**config.mk**
```make
export PLATFORM = sky130hd
export DESIGN_NAME = multicycle_controller
export DESIGN_NICKNAME = d
export VERILOG_FILES = /design/src/rtl/multicycle_controller.sv
export SDC_FILE = /design/constraint.sdc
export NUM_CORES = 1
export LEC_CHECK = 0
export BUFFER_PORTS_ARGS = -buffer_cell sky130_fd_sc_hd__buf_4
export CORE_UTILIZATION = 44
export CTS_CLUSTER_SIZE = 8
export DETAILED_ROUTE_END_ITERATION = 10
export PLACE_DENSITY = 0.78
export SETUP_SLACK_MARGIN = 0.1
export SYNTH_ARGS = -nofsm -noshare
export SYNTH_HDL_FRONTEND = slang
export SYNTH_SLANG_ARGS = --single-unit
```
**constraint.sdc**
```tcl
create_clock -name CLK -period 2 [get_ports CLK]
set_clock_uncertainty 0.2 [all_clocks]
set_input_delay 0.2 -clock CLK [delete_from_list [all_inputs] [get_ports CLK]]
set_output_delay 0.2 -clock CLK [all_outputs]
set_load 0.01 [all_outputs]
```
**src/rtl/multicycle_controller.sv**
```systemverilog
// Main control FSM for the multicycle ARM datapath: sequences each instruction,
// drives every datapath select and enable, and owns the NZCV flags and condition check.
module multicycle_controller (
  input  logic       CLK,
  input  logic       RESET,
  input  logic [1:0] Op,
  input  logic [5:0] Funct,
  input  logic [3:0] Rd,
  input  logic [3:0] Cond,
  input  logic [3:0] ALUFlags,
  output logic       PCWrite,
  output logic       IRWrite,
  output logic       MemWrite,
  output logic       RegWrite,
  output logic       AdrSrc,
  output logic       ALUSrcA,
  output logic [1:0] ALUSrcB,
  output logic [1:0] ResultSrc,
  output logic [1:0] ImmSrc,
  output logic [1:0] RegSrc,
  output logic [1:0] ALUControl,
  output logic [3:0] State
);

  typedef enum logic [3:0] {
    FETCH    = 4'd0,
    DECODE   = 4'd1,
    MEMADR   = 4'd2,
    MEMREAD  = 4'd3,
    MEMWB    = 4'd4,
    MEMWRITE = 4'd5,
    EXECUTER = 4'd6,
    EXECUTEI = 4'd7,
    ALUWB    = 4'd8,
    BRANCH   = 4'd9
  } state_t;

  state_t     state_q;
  state_t     state_d;
  logic [3:0] flags_q;
  logic       condex_q;
  logic       cond_met;

  logic [3:0] cmd;
  logic       imm_bit;
  logic       s_or_l;
  logic [1:0] alu_ctl_dec;
  logic       no_write;
  logic       flag_ok;
  logic       flag_write;
  logic       rd_is_pc;

  logic       pcw_raw;
  logic       irw_raw;
  logic       mw_raw;
  logic       rw_raw;

  logic       n_f;
  logic       z_f;
  logic       c_f;
  logic       v_f;

  assign cmd      = Funct[4:1];
  assign imm_bit  = Funct[5];
  assign s_or_l   = Funct[0];
  assign rd_is_pc = (Rd == 4'hF);
  assign {n_f, z_f, c_f, v_f} = flags_q;

  // NOTE: sequential state uses non-blocking assignments so every register
  // samples the pre-edge value of every other register, independent of order.
  always_ff @(posedge CLK) begin
    if (RESET) begin
      state_q  <= FETCH;
      flags_q  <= 4'b0000;
      condex_q <= 1'b0;
    end else begin
      state_q <= state_d;
      if (state_q == DECODE) condex_q <= cond_met;
      if (flag_write)        flags_q  <= ALUFlags;
    end
  end

  // NOTE: every variable written in a combinational block is given a default
  // first, so no path through the case statements can infer a latch.
  always_comb begin
    cond_met = 1'b0;
    case (Cond)
      4'b0000: cond_met = z_f;
      4'b0001: cond_met = ~z_f;
      4'b0010: cond_met = c_f;
      4'b0011: cond_met = ~c_f;
      4'b0100: cond_met = n_f;
      4'b0101: cond_met = ~n_f;
      4'b0110: cond_met = v_f;
      4'b0111: cond_met = ~v_f;
      4'b1000: cond_met = c_f & ~z_f;
      4'b1001: cond_met = ~c_f | z_f;
      4'b1010: cond_met = (n_f == v_f);
      4'b1011: cond_met = (n_f != v_f);
      4'b1100: cond_met = ~z_f & (n_f == v_f);
      4'b1101: cond_met = z_f | (n_f != v_f);
      4'b1110: cond_met = 1'b1;
      default: cond_met = 1'b0;
    endcase
  end

  // Unsupported commands execute as a harmless ADD that writes nothing.
  always_comb begin
    alu_ctl_dec = 2'b00;
    no_write    = 1'b1;
    flag_ok     = 1'b0;
    case (cmd)
      4'b0100: begin alu_ctl_dec = 2'b00; no_write = 1'b0; flag_ok = 1'b1; end
      4'b0010: begin alu_ctl_dec = 2'b01; no_write = 1'b0; flag_ok = 1'b1; end
      4'b0000: begin alu_ctl_dec = 2'b10; no_write = 1'b0; flag_ok = 1'b1; end
      4'b1100: begin alu_ctl_dec = 2'b11; no_write = 1'b0; flag_ok = 1'b1; end
      4'b1010: begin alu_ctl_dec = 2'b01; no_write = 1'b1; flag_ok = 1'b1; end
      default: begin alu_ctl_dec = 2'b00; no_write = 1'b1; flag_ok = 1'b0; end
    endcase
  end

  assign flag_write = (state_q == ALUWB) & s_or_l & condex_q & flag_ok;

  always_comb begin
    state_d    = FETCH;
    pcw_raw    = 1'b0;
    irw_raw    = 1'b0;
    mw_raw     = 1'b0;
    rw_raw     = 1'b0;
    AdrSrc     = 1'b0;
    ALUSrcA    = 1'b0;
    ALUSrcB    = 2'b00;
    ResultSrc  = 2'b00;
    ALUControl = 2'b00;
    case (state_q)
      FETCH: begin
        state_d   = DECODE;
        irw_raw   = 1'b1;
        pcw_raw   = 1'b1;
        ALUSrcA   = 1'b1;
        ALUSrcB   = 2'b10;
        ResultSrc = 2'b10;
      end
      DECODE: begin
        ALUSrcA   = 1'b1;
        ALUSrcB   = 2'b10;
        ResultSrc = 2'b10;
        case (Op)
          2'b00:   state_d = imm_bit ? EXECUTEI : EXECUTER;
          2'b01:   state_d = MEMADR;
          2'b10:   state_d = BRANCH;
          default: state_d = FETCH;
        endcase
      end
      MEMADR: begin
        state_d = s_or_l ? MEMREAD : MEMWRITE;
        ALUSrcB = 2'b01;
      end
      MEMREAD: begin
        state_d = MEMWB;
        AdrSrc  = 1'b1;
      end
      MEMWB: begin
        ResultSrc = 2'b01;
        rw_raw    = condex_q & ~rd_is_pc;
        pcw_raw   = condex_q & rd_is_pc;
      end
      MEMWRITE: begin
        AdrSrc = 1'b1;
        mw_raw = condex_q;
      end
      EXECUTER: begin
        state_d    = ALUWB;
        ALUControl = alu_ctl_dec;
      end
      EXECUTEI: begin
        state_d    = ALUWB;
        ALUSrcB    = 2'b01;
        ALUControl = alu_ctl_dec;
      end
      ALUWB: begin
        rw_raw  = condex_q & ~no_write & ~rd_is_pc;
        pcw_raw = condex_q & ~no_write & rd_is_pc;
      end
      BRANCH: begin
        ALUSrcB   = 2'b01;
        ResultSrc = 2'b10;
        pcw_raw   = condex_q;
      end
      default: state_d = FETCH;
    endcase
  end

  // Reset suppresses every architectural write in the cycle it is asserted.
  assign PCWrite  = pcw_raw & ~RESET;
  assign IRWrite  = irw_raw & ~RESET;
  assign MemWrite = mw_raw  & ~RESET;
  assign RegWrite = rw_raw  & ~RESET;

  assign ImmSrc = Op;
  assign RegSrc = {(Op == 2'b01) & ~s_or_l, (Op == 2'b10)};
  assign State  = state_q;

endmodule

```
# Word-level counts from Yosys, hierarchy flattened
# Cells that the tools add are included.
[totals]
register_bits = 9
out_inout_bits = 20
in_bits = 22
[op_classes]
mux = 16
eq_ne = 32
n_reduce_logical = 12
bitwise_logic = 24
[ops]
columns = ["operator", "n"]
rows = [
  ["$eq 4x4->1 const B", 12],
  ["$eq 4x3->1 const B", 9],
  ["$eq 4x2->1 const B", 5],
  ["$pmux 4 s5", 1],
  ["$and 1x1->1", 15],
  ["$pmux 1 s15", 1],
  ["$logic_not 4->1", 3],
  ["$pmux 4 s3", 1],
  ["$eq 4x1->1 const B", 2],
  ["$pmux 2 s2", 2],
  ["$reduce_or 2->1", 4],
  ["$not 1->1", 7],
  ["$mux 1", 6],
  ["$pmux 2 s3", 1],
  ["$reduce_or 3->1", 2],
  ["$reduce_or 5->1", 1],
  ["$pmux 1 s4", 1],
  ["$reduce_or 4->1", 1],
  ["$mux 3", 1],
  ["$eq 2x1->1 const B", 1],
  ["$eq 2x2->1 const B", 1],
  ["$logic_not 2->1", 1],
  ["$mux 2", 1],
  ["$or 1x1->1", 2],
  ["3 further kinds", 3],
]

# Logic depth before layout (Yosys ltp)
# Gate-level depths: netlist of the first run.
[depth]
ltp_word = 6
ltp_mapped = 5
ltp_nobuf = 4

# Worst setup path before layout of the first run
# No wires, ideal clock.
[synth_path]
path_kind = "register to output"
start = "reg state_q[1] (netlist: State[1])"
end = "out ALUControl[1]"
setup_slack_ns = 0.130
arrival_ns = 1.470
required_time_ns = 1.600
path_buffers = 2
stages_incl_launch_ff = 5
cell_sequence = "dfxtp_1 -> clkbuf_1 -> clkbuf_1 -> nand2_1 -> nor4_1"
[synth_via]
elab_chain_cells = 3
word_cells_on_any_way = 4
classes_between = "eq/ne (2); mux (1); reduce/logical (1)"
[synth_lines]
columns = ["element", "line", "rtl"]
rows = [
  ["from (decl)", "38", "state_t state_q;"],
  ["from (signal assigned)", "77", "state_q <= state_d;"],
  ["$eq 4x3->1", "135", "case (state_q)"],
  ["$reduce_or 2->1 (no source line) *", "-", ""],
  ["$mux 2 *", "135", ""],
  ["to (decl)", "21", "output logic [1:0] ALUControl,"],
]
# Mark *: on every way between the ends. The rest lies on a longest branch, timed or not.

# Final worst setup path of the first run
[layout_path]
start = "reg state_q[2] (netlist: State[2])"
end = "out RegWrite"
[layout_via]
elab_chain_cells = 3
word_cells_on_any_way = 4
classes_between = "eq/ne (2); mux (1); bitwise (1)"
[layout_lines]
columns = ["element", "line", "rtl"]
rows = [
  ["$eq 4x4->1 / $eq 4x3->1 (equally long branches)", "135", ""],
  ["$pmux 1 s2 *", "135", ""],
  ["$and 1x1->1 *", "198", "assign RegWrite = rw_raw & ~RESET;"],
  ["to (decl)", "14", "output logic RegWrite,"],
]
# Marked as above.

==> run_results.csv, run 1 <==
group,metric,value,unit
timing,layout_setup_ws,0.1255,ns
placed_design,dp.cells,164,
timing,slew_headroom,0.7601,
logic_synthesis,syn-mean-instance-area,7.736,um2
setup_path,cp_data_required_time,1.60,ns
placed_design,io_buffers,41,
timing,rsz0062_at_grt,"true",
routing,viasPerCell,5.474,
logic_synthesis,ys_seq_elements,9,
power_and_ir_drop,ir_drop,0.2713,mV
cells_and_area,fin_cells,173,
routing,num_vias,947,
clock_network,cts_buffer_depth,2,
cells_and_area,seqCellArea,186.4,um2
power_and_ir_drop,power_density,449.3,nW/um2
placed_design,dp_hpwl,1659,um
placed_design,post_dp_cell_area,1119,um2
cells_and_area,multi_input_area,596.8,um2
logic_synthesis,yosys_warnings,0,
grt,grt.total_usage,0.2224,
logic_synthesis,synth-edff-count,0,
grt,grt_pass1_wl,3318,um
floorplan,fp.dieH,44.76,um
timing,layout_min_cycle_time,1.874,ns
cells_and_area,diodes,0,
logic_synthesis,syn-num-nets,126,
routing,drt_pass1_iterations,4,
cells_and_area,nets,171,
floorplan,dieArea,2003,um2
timing,fmax,533.5,MHz
min_path,min_path_type,"input port to flip-flop",
logic_synthesis,synth.distinct_cells,38,
floorplan,row_count,15,
logic_synthesis,synthCells,104,
cells_and_area,fin_area,1230,um2
logic_synthesis,async_reset_ff_frac,0,
routing,drc,0,
clock_network,htree_levels,1,
clock_network,clock-sinks,9,
cells_and_area,layout_commonest_cell,"buf_4",
setup_path,critical_path.max_fanout,3,
routing,drt_iter0_drc,15,
setup_path,reg2regPathDepth,4,
outcome,outcome,"finished, final reports clean",
timing,fin_tns_setup,0,ns
timing,fin_crit_sh,0.9372,
grt,grt_pass1_vias,790,
floorplan,die_w,44.76,um
cells_and_area,drive_gt1_frac,0.4257,
clock_network,cts_tree,"yes",
placed_design,place_congestion,0.7570,
timing,hold_viol,0,
timing,slew_violations,0,
setup_path,cp-start-kind,"flip-flop",
clock_network,numCtsBuffers,3,
cells_and_area,mostFrequentLayoutCells,"buf_4 (46), nor3_1 (8), nor2_1 (8)",
setup_path,path_class,"flip-flop to output port",
cells_and_area,fin_util,0.7123,
grt,grt-ovfl-total,0,
flow_run,cap_violations,0,
min_path,min_path_cells,3,
setup_path,endpoint_kind,"output port",
placed_design,place_ws,0.2003,ns
clock_network,clk_pin_slew,0.06,ns
floorplan,core_region_area,1727,um2
routing,ant_nets,0,
grt,grt_max_degree,15,
clock_network,cts_root_buffer,"clkbuf_4",
setup_path,cp.arrival,1.47,ns
logic_synthesis,netlist_area,804.5,um2
cells_and_area,fill_cells,141,
clock_network,clk_latency,0.26,ns
cells_and_area,syn_to_final_growth,52.88,%
timing,tightestPinTransition,0.3548,ns
routing,drt-total-wl,2247,um
grt,antenna_found_initial,0,
floorplan,io_pins,42,
floorplan,start_util,0.4659,
routing,wl_per_cell,12.99,um
logic_synthesis,seq_area_frac_synth,0.2240,
timing,setup_viol,0,
logic_synthesis,ys.flop_type,"dfxtp_1",
power_and_ir_drop,p_leak,0.5342,nW
## metal layers
metal  part of all wire  vias to the layer above  GRT usage
li1                   -                      474          -
met2               0.52                       29     0.3971
met1               0.42                      439     0.2685
met5                  0                        -          0
met4             0.0085                        0    0.05455
met3              0.046                        5    0.05200
## repair_timing
item	4_1_cts	5_1_grt
endpoints found under the hold margin	6	0
gates resized for setup	3	7
hold buffers	4	0
buffers inserted	0	1
setup endpoints to repair	4	6
pin swaps	1	4
## critical path, stage by stage (launching register included)
cell and delay [ns]:
dfxtp_2 0.33, a211oi_2 0.19, a31oi_1 0.13, nor4_2 0.26
nor2b_2 0.18, buf_4 0.12
## cell usage after synthesis, drive strengths merged (3+ instances only)
master,instances,share of area
a211oi,3,0.028
a21oi,3,0.019
buf,6,0.050
clkbuf,4,0.019
dfxtp,9,0.22
mux2,3,0.042
mux2i,7,0.087
nand2,5,0.023
nand2b,7,0.054
nor2,8,0.037
nor2b,5,0.039
nor3,9,0.056
o21ai,5,0.031
## path summary, 6_finish.rpt
path,slack (ns),start,endpoint
max reg2reg,0.26,flags_q[3],condex_q
min,0.005,ALUFlags[3],flags_q[3]
min reg2reg,0.36,flags_q[1],flags_q[1]
max,0.13,State[2],RegWrite
## sequential cells by signal, indices dropped and copies added (netlist names)
signal,count
State,4
flags_q,4
condex_q,1
## power breakdown
part           switching, mW  internal, mW  total (mW)
clock network         0.0657        0.0770       0.143
registers             0.0156         0.187       0.203
logic                 0.0921         0.115       0.207
total                  0.173         0.379       0.553
## area by class of cell
cell class                      instances  area share
Tap cell                               25     0.02543
Timing Repair Buffer                   50      0.3133
Multi-Input combinational cell         84      0.4852
Inverter                                1    0.003052
Clock buffer                            4     0.02136
Sequential cell                         9      0.1516
## kinds of logic (layout without fill, tap and decap cells)
| group | after synthesis | in the layout | share of synthesized area |
|---|---|---|---|
| AND/OR/NAND/NOR | 50 | 50 | 0.3701 |
| XOR/XNOR | 3 | 3 | 0.03267 |
| multiplexers | 10 | 10 | 0.1291 |
| AO/OA/AOI/OAI | 21 | 21 | 0.1711 |
| buffers and inverters | 11 | 55 | 0.07309 |
| flip-flops | 9 | 9 | 0.2239 |
## stage by stage
stage	hold WS (ns)	total power, mW
final	0.004720	0.5526
after global routing	0.03446	0.5835
after CTS	0.01254	0.5451
after detailed placement	0.2397	0.3977
after global placement	0.2331	0.3929
after floorplan	0.1439	0.3018
Note: power is estimated with default switching activity, not from simulation.
==> inputs of run 2 (changes only) <==
- CORE_UTILIZATION: 44 -> 46
- CTS_BUF_LIST: default -> sky130_fd_sc_hd__clkbuf_2
- CTS_CLUSTER_DIAMETER: default -> 30
- PLACE_DENSITY: 0.78 -> 0.81
- SETUP_SLACK_MARGIN: 0.1 -> 0.15
==> run_results.csv, run 2 (synthesized netlist as in run 1, its figures left out) <==
group,metric,value,unit
outcome,outcome,"complete, but fails checks",
outcome,violations,"DRC",
floorplan,dieArea,1920,um2
setup_path,cp_cell_sequence,"nor2b_2 > a31oi_1 > nor4_2 > nor2b_1 > buf_4",
timing,fin_tns_setup,0,ns
placed_design,place_congestion,0.8239,
cells_and_area,layout_commonest_cell,"buf_4",
clock_network,cts_tree,"yes",
clock_network,clk_pin_slew,0.09,ns
setup_path,critical_path.max_fanout,14,
cells_and_area,fin_util,0.7770,
cells_and_area,diodes,0,
routing,num_vias,951,
timing,layout_min_cycle_time,1.790,ns
min_path,min_path_type,"input port to flip-flop",
placed_design,dp.cells,155,
timing,slew_headroom,0.7681,
routing,ant_nets,0,
routing,viasPerCell,5.799,
setup_path,cp_data_required_time,1.60,ns
clock_network,post_cts_buffers,0,
timing,slew_violations,0,
power_and_ir_drop,netSwitchingFraction,0.3290,
power_and_ir_drop,power.switching,0.1743,mW
cells_and_area,mostFrequentLayoutCells,"buf_4 (45), nor3_1 (8), nor2_1 (8)",
power_and_ir_drop,p_int,0.3555,mW
routing,wl_per_cell,13.73,um
min_path,hp-start,"Op[0]",
timing,setup_viol,0,
timing,rsz0062_at_grt,"true",
setup_path,path_delay_family,"simple AND/OR/NAND/NOR gates",
cells_and_area,fill_cells,135,
power_and_ir_drop,ir_drop,0.3492,mV
timing,fmax,558.8,MHz
grt,grt.total_usage,0.2491,
clock_network,cts_root_buffer,"clkbuf_2",
power_and_ir_drop,p_leak,0.5355,nW
routing,drt_pass1_iterations,7,
grt,grt-ovfl-total,0,
clock_network,clock-sinks,9,
cells_and_area,drive_gt1_frac,0.4527,
grt,grt_pass1_vias,834,
power_and_ir_drop,combPwrFrac,0.391,
clock_network,clk_latency,0.25,ns
floorplan,start_util,0.5103,
floorplan,die_w,43.82,um
setup_path,crit_start,"State[3]",
floorplan,io_pins,42,
timing,tightestPinTransition,0.3430,ns
grt,grt_max_degree,15,
clock_network,numCtsBuffers,3,
floorplan,row_count,14,
setup_path,worst-path-buf-inv,1,
setup_path,timing.rr.start,"flags_q[3]",
setup_path,crit_slowest_cell,"dfxtp_4",
grt,antenna_found_initial,0,
cells_and_area,syn_to_final_growth,52.25,%
grt,grt_pass1_wl,3636,um
timing,hold_viol,0,
power_and_ir_drop,clock_power_share,0.225,
cells_and_area,fin_cells,164,
floorplan,fp.dieH,43.82,um
flow_run,cap_violations,0,
routing,drt_iter0_drc,24,
setup_path,slowest_delay,0.40,ns
setup_path,path_class,"flip-flop to output port",
setup_path,endpoint_kind,"output port",
clock_network,htree_levels,1,
timing,fin_crit_sh,0.8948,
cells_and_area,nets,171,
power_and_ir_drop,power_density,432.5,nW/um2
setup_path,cp-start-kind,"flip-flop",
routing,drt-total-wl,2252,um
power_and_ir_drop,p_seq_frac,0.384,
floorplan,core_region_area,1577,um2
setup_path,cp.arrival,1.39,ns
clock_network,cts_buffer_depth,2,
placed_design,dp_hpwl,1607,um
setup_path,regToRegSetupSlack,0.25,ns
routing,drc,3,
placed_design,io_buffers,41,
[run 2: power groups by stage]
stage / combinational [mW] / sequential, mW / clock [mW]
after floorplan: 0.103 / 0.199 / 0
after global placement: 0.188 / 0.206 / 0
after detailed placement: 0.192 / 0.205 / 0
after CTS: 0.204 / 0.201 / 0.121
after global routing: 0.224 / 0.206 / 0.129
final: 0.207 / 0.204 / 0.119
[run 2: area by class of cell]
| cell class | instances | area (um2) | share of cell area |
|---|---|---|---|
| Tap cell | 16 | 20.02 | 0.01634 |
| Sequential cell | 9 | 187.7 | 0.1532 |
| Inverter | 1 | 3.754 | 0.003064 |
| Clock buffer | 4 | 20.02 | 0.01634 |
| Timing Repair Buffer | 50 | 387.9 | 0.3167 |
| Multi-Input combinational cell | 84 | 605.6 | 0.4944 |
[run 2: tightest hold or removal path: cells and delay by family]
family	cells	cell delay, ns
and+or+nand+nor	1	0.04
buffers and inverters	1	0.11
AOI/OAI and AO/OA	2	0.12
[run 2: worst paths after layout]
kind / to / cells after the start
max: RegWrite / 5
min: State[0] / 4
max reg2reg: condex_q / 4
min reg2reg: flags_q[1] / 2
[run 2: routing by layer]
metal  wire length (um)  vias up  GRT usage
met2               1152       32     0.4448
met1                982      441     0.3122
met3                117        0    0.06250
met4                  0        0    0.01875
li1                   -      478          -
met5                  0        -          0
[run 2: metrics by stage]
stage | total power [mW] | hold slack (ns) | worst slack [ns] | cell area (um2)
3_5_place_dp | 0.3966 | 0.2389 | 0.2042 | 1114
6_report | 0.5298 | 0.04219 | 0.2105 | 1225
5_1_grt | 0.5582 | 0.03985 | 0.1324 | 1225
2_1_floorplan | 0.3022 | 0.1439 | 0.1658 | 810.8
3_3_place_gp | 0.3934 | 0.2331 | 0.2572 | 1114
4_1_cts | 0.5264 | 0.03549 | 0.1663 | 1201
[run 2: timing repair]
item,in CTS,in global routing
resized for setup,5,8
endpoints found under the hold margin,6,0
hold buffers,5,0
pin swaps,2,1
endpoints found under the setup margin,6,8
